## src/rtl/alu_share_ctrl.sv

```systemverilog
// Arbiter/sequencer that time-shares one combinational RV32 ALU between two
// requesters: accept, drive the ALU for one cycle, then hold the result until taken.
module alu_share_ctrl #(
    parameter int unsigned XLEN  = 32,
    parameter int unsigned CNT_W = 16
) (
    input  logic             clk,
    input  logic             reset,

    input  logic             req_valid_0,
    output logic             req_ready_0,
    input  logic [XLEN-1:0]  req_a_0,
    input  logic [XLEN-1:0]  req_b_0,
    input  logic [2:0]       req_funct3_0,
    input  logic [6:0]       req_funct7_0,

    input  logic             req_valid_1,
    output logic             req_ready_1,
    input  logic [XLEN-1:0]  req_a_1,
    input  logic [XLEN-1:0]  req_b_1,
    input  logic [2:0]       req_funct3_1,
    input  logic [6:0]       req_funct7_1,

    output logic [XLEN-1:0]  alu_a,
    output logic [XLEN-1:0]  alu_b,
    output logic [2:0]       alu_funct3,
    output logic [6:0]       alu_funct7,
    input  logic [XLEN-1:0]  alu_result,

    output logic             resp_valid_0,
    output logic             resp_valid_1,
    output logic [XLEN-1:0]  resp_data,
    input  logic             resp_ready_0,
    input  logic             resp_ready_1,

    output logic             busy,
    output logic [CNT_W-1:0] ops_done
);

    typedef enum logic [1:0] {
        IDLE = 2'd0,
        EXEC = 2'd1,
        RESP = 2'd2
    } state_t;

    state_t            state_q, state_d;
    logic              last_grant_q, last_grant_d;
    logic              owner_q, owner_d;
    logic [XLEN-1:0]   a_q, a_d;
    logic [XLEN-1:0]   b_q, b_d;
    logic [2:0]        funct3_q, funct3_d;
    logic [6:0]        funct7_q, funct7_d;
    logic [XLEN-1:0]   resp_data_q, resp_data_d;
    logic [CNT_W-1:0]  ops_done_q, ops_done_d;

    logic              grant;
    logic              handshake;
    logic              resp_fire;

    // On a tie the port that did not win last time gets the ALU.
    always_comb begin
        if (req_valid_0 && req_valid_1) begin
            grant = ~last_grant_q;
        end else begin
            grant = req_valid_1;
        end
        handshake = (state_q == IDLE) && (req_valid_0 || req_valid_1);
        resp_fire = (state_q == RESP) && (owner_q ? resp_ready_1 : resp_ready_0);
    end

    always_ff @(posedge clk or posedge reset) begin
        if (reset) begin
            state_q <= IDLE;
        end else begin
            state_q <= state_d;
        end
    end

    always_comb begin
        state_d = state_q;
        case (state_q)
            IDLE:    if (handshake) state_d = EXEC;
            EXEC:    state_d = RESP;
            RESP:    if (resp_fire) state_d = IDLE;
            default: state_d = IDLE;
        endcase
    end

    always_comb begin
        req_ready_0  = (state_q == IDLE) && !grant && req_valid_0;
        req_ready_1  = (state_q == IDLE) &&  grant && req_valid_1;
        resp_valid_0 = (state_q == RESP) && !owner_q;
        resp_valid_1 = (state_q == RESP) &&  owner_q;
        busy         = (state_q != IDLE);
        alu_a        = a_q;
        alu_b        = b_q;
        alu_funct3   = funct3_q;
        alu_funct7   = funct7_q;
        resp_data    = resp_data_q;
        ops_done     = ops_done_q;
    end

    always_comb begin
        last_grant_d = last_grant_q;
        owner_d      = owner_q;
        a_d          = a_q;
        b_d          = b_q;
        funct3_d     = funct3_q;
        funct7_d     = funct7_q;
        resp_data_d  = resp_data_q;
        ops_done_d   = ops_done_q;
        if (handshake) begin
            owner_d      = grant;
            last_grant_d = grant;
            a_d          = grant ? req_a_1      : req_a_0;
            b_d          = grant ? req_b_1      : req_b_0;
            funct3_d     = grant ? req_funct3_1 : req_funct3_0;
            funct7_d     = grant ? req_funct7_1 : req_funct7_0;
        end
        if (state_q == EXEC) begin
            resp_data_d = alu_result;
        end
        if (resp_fire) begin
            ops_done_d = ops_done_q + CNT_W'(1);
        end
    end

    always_ff @(posedge clk or posedge reset) begin
        if (reset) begin
            last_grant_q <= 1'b1;
            owner_q      <= 1'b0;
            a_q          <= '0;
            b_q          <= '0;
            funct3_q     <= '0;
            funct7_q     <= '0;
            resp_data_q  <= '0;
            ops_done_q   <= '0;
        end else begin
            last_grant_q <= last_grant_d;
            owner_q      <= owner_d;
            a_q          <= a_d;
            b_q          <= b_d;
            funct3_q     <= funct3_d;
            funct7_q     <= funct7_d;
            resp_data_q  <= resp_data_d;
            ops_done_q   <= ops_done_d;
        end
    end

endmodule

```

## config.mk

```make
export PLATFORM = sky130hd
export DESIGN_NAME = alu_share_ctrl
export DESIGN_NICKNAME = d
export VERILOG_FILES = /design/src/rtl/alu_share_ctrl.sv
export SDC_FILE = /design/constraint.sdc
export NUM_CORES = 1
export LEC_CHECK = 0
export CAP_MARGIN = 30
export CORE_UTILIZATION = 35
export CTS_CLUSTER_DIAMETER = 200
export CTS_CLUSTER_SIZE = 12
export DETAILED_ROUTE_END_ITERATION = 8
export PLACE_DENSITY = 0.86
export SETUP_SLACK_MARGIN = 0.05
export SKIP_CTS_REPAIR_TIMING = 1
export SYNTH_ARGS = -nofsm -noshare
export SYNTH_HDL_FRONTEND = slang
export SYNTH_SLANG_ARGS = --single-unit
```

## constraint.sdc

```tcl
create_clock -name clk -period 3.9 [get_ports clk]
set_input_delay 0.78 -clock clk [delete_from_list [all_inputs] [get_ports clk]]
set_output_delay 0.78 -clock clk [all_outputs]
set_load 0.1 [all_outputs]
```

**Yosys cells after proc, flatten, opt, wreduce, memory -nomap -nowiden**

Index checks and enable logic that the tools add are counted.

- Register bits: 126
- Input port bits: 186
- Output and inout port bits: 127
- Word-level logic and storage cells: 39

- Add/sub/neg operators: 1
- Equal/unequal tests: 4
- Multiplexer cells: 9
- Bitwise logic cells: 1
- Reductions and logical operators: 15

Operators by type and width:

| cell | count |
|---|---|
| 32-bit two-way mux | 2 |
| 16-bit by 1-bit adder with 16-bit output (second input constant) | 1 |
| 1-bit logical AND | 9 |
| 7-bit two-way mux | 1 |
| 2-bit one-hot mux with 3 select lines | 1 |
| 2-bit two-way mux | 2 |
| 2-bit inequality test (second input constant) | 2 |
| 3-bit two-way mux | 1 |
| 2-bit by 1-bit == test with 1-bit output (second input constant) | 1 |
| 2-bit == test (second input constant) | 1 |
| 1-bit zero test | 2 |
| 2-bit zero test | 1 |
| 1-bit two-way mux | 2 |
| 2-bit AND reduction | 1 |
| 2-bit nonzero test | 1 |
| 1-bit logical OR | 1 |
| 1-bit NOT | 1 |

**Longest topological paths before layout**

Gate-level depths: netlist of the first run.

- Word-level depth: 5
- Mapped depth: 7

**Worst setup path before layout of the first run**

No wires, ideal clock.

- Path kind: input to output
- Start point: input port req_valid_1
- End point: output port req_ready_0
- Data arrival time: 2591 ps
- Required time: 3120 ps
- Path slack: 529 ps
- Cell stages on the path: 4
- Path through: a21boi_2 > buf_4 > buf_2 > nor2_1

- Word-level cells in the longest chain between the ends: 5

RTL lines:

| item | line | source |
|---|---|---|
| from (decl) | 17 | `input logic req_valid_1,` |
| 1-bit logical AND | 62 | `if (req_valid_0 && req_valid_1) begin` |
| 1-bit two-way mux (*) | 62 |  |
| 1-bit zero test (*) | 90 | `req_ready_0 = (state_q == IDLE) && !grant && req_valid_0;` |
| 1-bit logical AND (*) (2 in series) | 90 |  |
| to (decl) | 11 | `output logic req_ready_0,` |

Mark *: on every way between the ends. The rest lies on a longest branch, timed or not.

**Final worst setup path of the first run**

- Start point: register state_q[0]
- End point: output port resp_valid_0

- Word-level cells in the longest chain between the ends: 2

RTL lines:

| item | line | source |
|---|---|---|
| from (decl) | 46 | `state_t state_q, state_d;` |
| from (signal assigned) | 75 | `state_q <= state_d;` |
| 2-bit == test | 92 | `resp_valid_0 = (state_q == RESP) && !owner_q;` |
| 1-bit logical AND | 92 |  |
| to (decl) | 30 | `output logic resp_valid_0,` |

No other way between the ends.

==> flow_summary.toml, run 1 <==
[setup_path]
cp-end-kind = "output pin"
worstSetupPathType = "flop to output pin"
crit_arrival_ns = 2.32
crit_fanout = 5
startpoint_type = "flop"
required_ns = 3.12
rr_startpoint = "state_q[1]$_DFFE_PP0P_"
startpoint = "state_q[0]$_DFFE_PP0P_"

[synthesis]
synthMuxAreaShare_pct = 20.50
post-synth-top-count-cell = "dfrtp_1"
yosysWarnings = 0
async_flop_share_pct = 100.0
synth_common_cells = "125 x dfrtp_1, 81 x nor2_1, 75 x mux2i_1, 74 x a21oi_1, 33 x mux2_2"
netlist_area_sq_um = 5474
synth-edff-count = 0
synth_largest_area_cell = "dfrtp_1"
yosys.area_share.simple_pct = 8.640
synth.top_cell.area_share_pct = 57.14
synth_area_leaders = "dfrtp_1 57%, mux2i_1 14%, mux2_2 6.8%, a21oi_1 6.8%, nor2_1 5.6%"
synth_top_family_by_area = "multiplexers"
synth.distinct_cells = 27
synth_compound_area_share_pct = 7.429
yosysSeqAreaShare_pct = 57.62
synth_seq_cells = 126
synth_xor_area_share_pct = 2.400
synthAdderAreaFrac_pct = 0.2286
syn_nets = 660
yosys_most_used_dff = "dfrtp_1"
synthCells = 473
synth_area_per_cell_sq_um = 11.57

[run]
cap_violations = 0

[grt]
grt_pass1_vias = 4796
grt_first_pass_wirelength_microns = 24160
grt_usage_pct = 19.67
overflow = 0
grt_max_degree = 127
antenna_found_initial = 0

[placed_design]
placedCellCount = 976
dp_hpwl_microns = 11350
post_dp_cell_area_sq_um = 8877
portBuffers = 312
gp_congestion = 0.7699

[cts]
clockBufferDepth = 2
clock-sinks = 126
clk_pin_slew_ns = 0.06
cts_tree = "done"
htreeDepth = 4
cts_buffers = 17
clockRootBuffer = "clkbuf_16"
clock_latency_ns = 0.41

[sta]
finalMaxSlewViolations = 0
worst_pin_slew_ns = 1.028
max_freq_mhz = 322.2
min_period_ns = 3.104
rsz0062_at_grt = "no"
setup_viol = 0
hold_viol = 0
maxSlewHeadroom_pct = 31.24
fin_crit_sh_pct = 79.59
fin_skew_ns = 0.007428
fin_tns_setup_ns = 0

[floorplan]
dieWidth_microns = 127.1
dieArea_sq_um = 16140
die_h_microns = 127.1
rows = 45
start_util_pct = 35.88
core_sq_um = 15260
io_pins = 313

[cells_and_area]
nets = 971
fillers = 1225
areaGrowthSynthToFinish_pct = 73.05
instances_no_fill = 1008
diodes = 0
drive_above_1_share_pct = 10.04
final_cell_area_sq_um = 9473

[hold_path]
worstHoldStart = "ops_done[15]$_DFFE_PP0P_"
hp-class = "flop to flop"

[routing]
drc = 0
totalWireLength_microns = 15630
drtIter0Drc = 169
drtAntennaViolNets = 0
dr.pass1.iters = 4
vias = 4662
vias_per_cell = 4.625
wire_per_inst_microns = 15.51

[outcome]
status = "complete, no violations"
[layout by cell type, fill, tap and decap left out, types with 5 or more instances in the layout]
master / n
nand3_1: 7
mux2_2: 33
clkbuf_16: 17
clkdlybuf4s50_1: 310
mux2i_1: 75
buf_4: 5
dfrtp_1: 125
a21oi_1: 74
xnor2_1: 11
nor2_1: 81
nand2_1: 7
[layout make-up]
| class | instances | area, sq um | share of cell area (%) |
|---|---|---|---|
| Timing Repair Buffer | 321 | 3276 | 34.58 |
| Tap cell | 211 | 264.0 | 2.787 |
| Multi-Input combinational cell | 313 | 2161 | 22.81 |
| Sequential cell | 126 | 3154 | 33.30 |
| Clock buffer | 22 | 484.2 | 5.112 |
| Clock inverter | 10 | 111.4 | 1.176 |
| Inverter | 5 | 22.52 | 0.2377 |
[registers in the layout, summed over array words and instances (netlist names)]
name          cells
alu_a            32
state_q           2
alu_funct3        3
resp_data        32
last_grant_q      1
alu_b            32
alu_funct7        7
ops_done         16
owner_q           1
[critical path, cell delays in order, from the launching register on]
cell	delay [ns]
dfrtp_1	0.40
nand2b_1	0.24
nor2_1	0.14
clkdlybuf4s50_1	1.14
[through the flow]
step	utilization, %	hold WS [ns]	setup slack [ns]
6_report	62.08	0.4678	0.7961
3_5_place_dp	58.18	0.4669	1.155
4_1_cts	62.08	0.4745	0.7871
2_1_floorplan	-	0.4694	0.5293
3_3_place_gp	57.82	0.4595	1.164
5_1_grt	62.08	0.5032	0.7253
[path summary, 6_finish.rpt]
| path | end | depth (start not counted) | slack, ns |
|---|---|---|---|
| max | resp_valid_0 | 3 | 0.80 |
| min | ops_done[15]$_DFFE_PP0P_ | 1 | 0.47 |
| max reg2reg | alu_a[12]$_DFFE_PP0P_ | 5 | 2.03 |
| min reg2reg | ops_done[15]$_DFFE_PP0P_ | 1 | 0.47 |
| max in group asynchronous | alu_b[15]$_DFFE_PP0P_ | 3 | 2.46 |
| min in group asynchronous | resp_data[24]$_DFFE_PP0N_ | 3 | 0.90 |
[metal layers]
| layer | track usage, % | up-vias | part of all wire (%) |
|---|---|---|---|
| li1 | - | 2253 | - |
| met1 | 20.62 | 2167 | 38 |
| met2 | 35.07 | 211 | 52 |
| met3 | 7.663 | 31 | 8.3 |
| met4 | 8.403 | 0 | 2.4 |
| met5 | 0 | - | 0 |
[cell families (layout without fill, tap and decap cells)]
| family | after synthesis | after routing |
|---|---|---|
| muxes | 108 | 108 |
| adders and majority gates | 1 | 1 |
| AOI/OAI and AO/OA | 79 | 79 |
| and+or+nand+nor | 110 | 110 |
| DFF | 126 | 126 |
| buffers and inverters | 34 | 358 |
| xor gates and xnor gates | 15 | 15 |
Power of run 1 is left out: the tool's default activity adds up to more than one toggle a clock period on the data nets, which glitch-free logic cannot reach.
==> run 2: changes to the inputs <==
--- a/config.mk
+++ b/config.mk
@@ -6,11 +6,11 @@
 export NUM_CORES = 1
 export LEC_CHECK = 0
 export CAP_MARGIN = 30
-export CORE_UTILIZATION = 35
+export CORE_UTILIZATION = 38
 export CTS_CLUSTER_DIAMETER = 200
 export CTS_CLUSTER_SIZE = 12
 export DETAILED_ROUTE_END_ITERATION = 8
-export PLACE_DENSITY = 0.86
+export PLACE_DENSITY = 0.88
 export SETUP_SLACK_MARGIN = 0.05
 export SKIP_CTS_REPAIR_TIMING = 1
 export SYNTH_ARGS = -nofsm -noshare
==> constraint.sdc (replaced) <==
create_clock -name clk -period 3.1 [get_ports clk]
set_input_delay 0.62 -clock clk [delete_from_list [all_inputs] [get_ports clk]]
set_output_delay 0.62 -clock clk [all_outputs]
set_load 0.1 [all_outputs]
==> run 2 against run 1 <==
  * Register-to-register slack worse by 0.58 ns
  * Utilization up 3.2 points
  * Worst setup slack worse by 0.21 ns
  * Via count down 0.17%
  * First-iteration DRC count down 4.1%
  * Sequential share of layout area up 1.3 points
  * Non-clock buffer count down 3
  * Wire length down 3.5%
  * Count of clock-buffer cells in the layout down 3
  * Final cell count down 3.4%
  * Design area down 3.6%
==> flow_summary.toml, run 2 (synthesized netlist as in run 1, its figures left out) <==
[outcome]
status = "complete, no violations"

[placed_design]
portBuffers = 312
post_dp_cell_area_sq_um = 8491
placedCellCount = 942
gp_congestion = 0.7780
dp_hpwl_microns = 10820

[floorplan]
start_util_pct = 39.13
rows = 43
die_h_microns = 122.0
io_pins = 313
dieArea_sq_um = 14890
core_sq_um = 13990
dieWidth_microns = 122.0

[cts]
clk_pin_slew_ns = 0.05
clockRootBuffer = "clkbuf_16"
cts_tree = "done"
cts_buffers = 17
htreeDepth = 4
clock_latency_ns = 0.40
clockBufferDepth = 2
clock-sinks = 126

[cells_and_area]
nets = 968
diodes = 0
drive_above_1_share_pct = 25.69
final_cell_area_sq_um = 9130
layout.cells.most_common_list = "185 x clkdlybuf4s50_1, 127 x buf_4, 125 x dfrtp_1, 80 x nor2_1, 75 x mux2i_1"
utilization_pct = 65.27
layout_commonest_cell = "clkdlybuf4s50_1"
areaGrowthSynthToFinish_pct = 66.79
instances_no_fill = 974

[routing]
drtAntennaViolNets = 0
wire_per_inst_microns = 15.48
drc = 0
dr.pass1.iters = 4
vias_per_cell = 4.778
drtIter0Drc = 162
vias = 4654
totalWireLength_microns = 15080

[grt]
grt_pass1_vias = 4767
antenna_found_initial = 0
grt_max_degree = 127
grt_first_pass_wirelength_microns = 23690
grt_usage_pct = 20.86
overflow = 0

[setup_path]
startpoint_type = "input port"
startpoint = "req_valid_1"
worstSetupEndpoint = "req_ready_1"
crit_fanout = 4
timing.rr.end = "alu_a[26]$_DFFE_PP0P_"
worst-r2r-cell-count = 4
cp-end-kind = "output pin"
slowest_delay_ns = 0.53
crit_path_top_delay_cell = "clkdlybuf4s50_1"
timing.critical_path.cells = "clkdlybuf4s50_1 -> a21boi_4 -> and2_1 -> buf_12"
crit_arrival_ns = 1.89
worstSetupPathType = "input port to output pin"
r2r_setup_slack_ns = 1.45
required_ns = 2.48
rr_startpoint = "last_grant_q$_DFFE_PP1P_"

[sta]
maxSlewHeadroom_pct = 52.49
rsz0062_at_grt = "no"
finalMaxSlewViolations = 0
hold_viol = 0
worst_pin_slew_ns = 0.6929
min_period_ns = 2.510
fin_skew_ns = 0.005747
fin_crit_sh_pct = 80.97
max_freq_mhz = 398.4
setup_viol = 0
fin_tns_setup_ns = 0

[run]
cap_violations = 0

[hold_path]
hp-class = "flop to flop"
[run 2: worst max-delay path: cells and delay by family]
kind / cells / cell delay [ns]
buffers and inverters: 2 / 0.73
and+or+nand+nor: 1 / 0.27
AOI/OAI and AO/OA: 1 / 0.27
[run 2: worst min path at each step]
stage | slack [ns] | startpoint | cells after the start | end
floorplan | 0.47 | last_grant_q$_DFFE_PP1P_ | 2 | last_grant_q$_DFFE_PP1P_
global placement | 0.46 | ops_done[15]$_DFFE_PP0P_ | 1 | ops_done[15]$_DFFE_PP0P_
detailed placement | 0.49 | ops_done[13]$_DFFE_PP0P_ | 1 | ops_done[13]$_DFFE_PP0P_
CTS | 0.50 | ops_done[13]$_DFFE_PP0P_ | 1 | ops_done[13]$_DFFE_PP0P_
global route | 0.52 | resp_data[11]$_DFFE_PP0N_ | 1 | resp_data[11]$_DFFE_PP0N_
finish | 0.50 | ops_done[13]$_DFFE_PP0P_ | 1 | ops_done[13]$_DFFE_PP0P_
[run 2: area by class of cell]
cell class	instances	area (sq um)
flip-flops and latches	126	3154
multi-input cells	313	2163
clock buffers	19	452.9
repair buffers	318	2925
well taps	180	225.2
inverters	5	22.52
clock inverters	13	186.4
fillers	1111	4858
[run 2: per-stage QoR]
step | setup slack (ns) | hold WS [ns]
global placement | 0.6264 | 0.4639
detailed placement | 0.5939 | 0.4865
CTS | 0.5918 | 0.4963
global route | 0.5521 | 0.5216
finish | 0.5898 | 0.4976
floorplan | 0.5102 | 0.4694
[run 2: layer usage]
| layer | vias up | track usage [%] | share of wire [%] |
|---|---|---|---|
| li1 | 2257 | - | - |
| met5 | - | 0 | 0 |
| met2 | 200 | 37.18 | 53 |
| met3 | 27 | 6.788 | 8.0 |
| met1 | 2170 | 22.48 | 37 |
| met4 | 0 | 8.873 | 2.0 |
Power of run 2 is left out for the same reason.
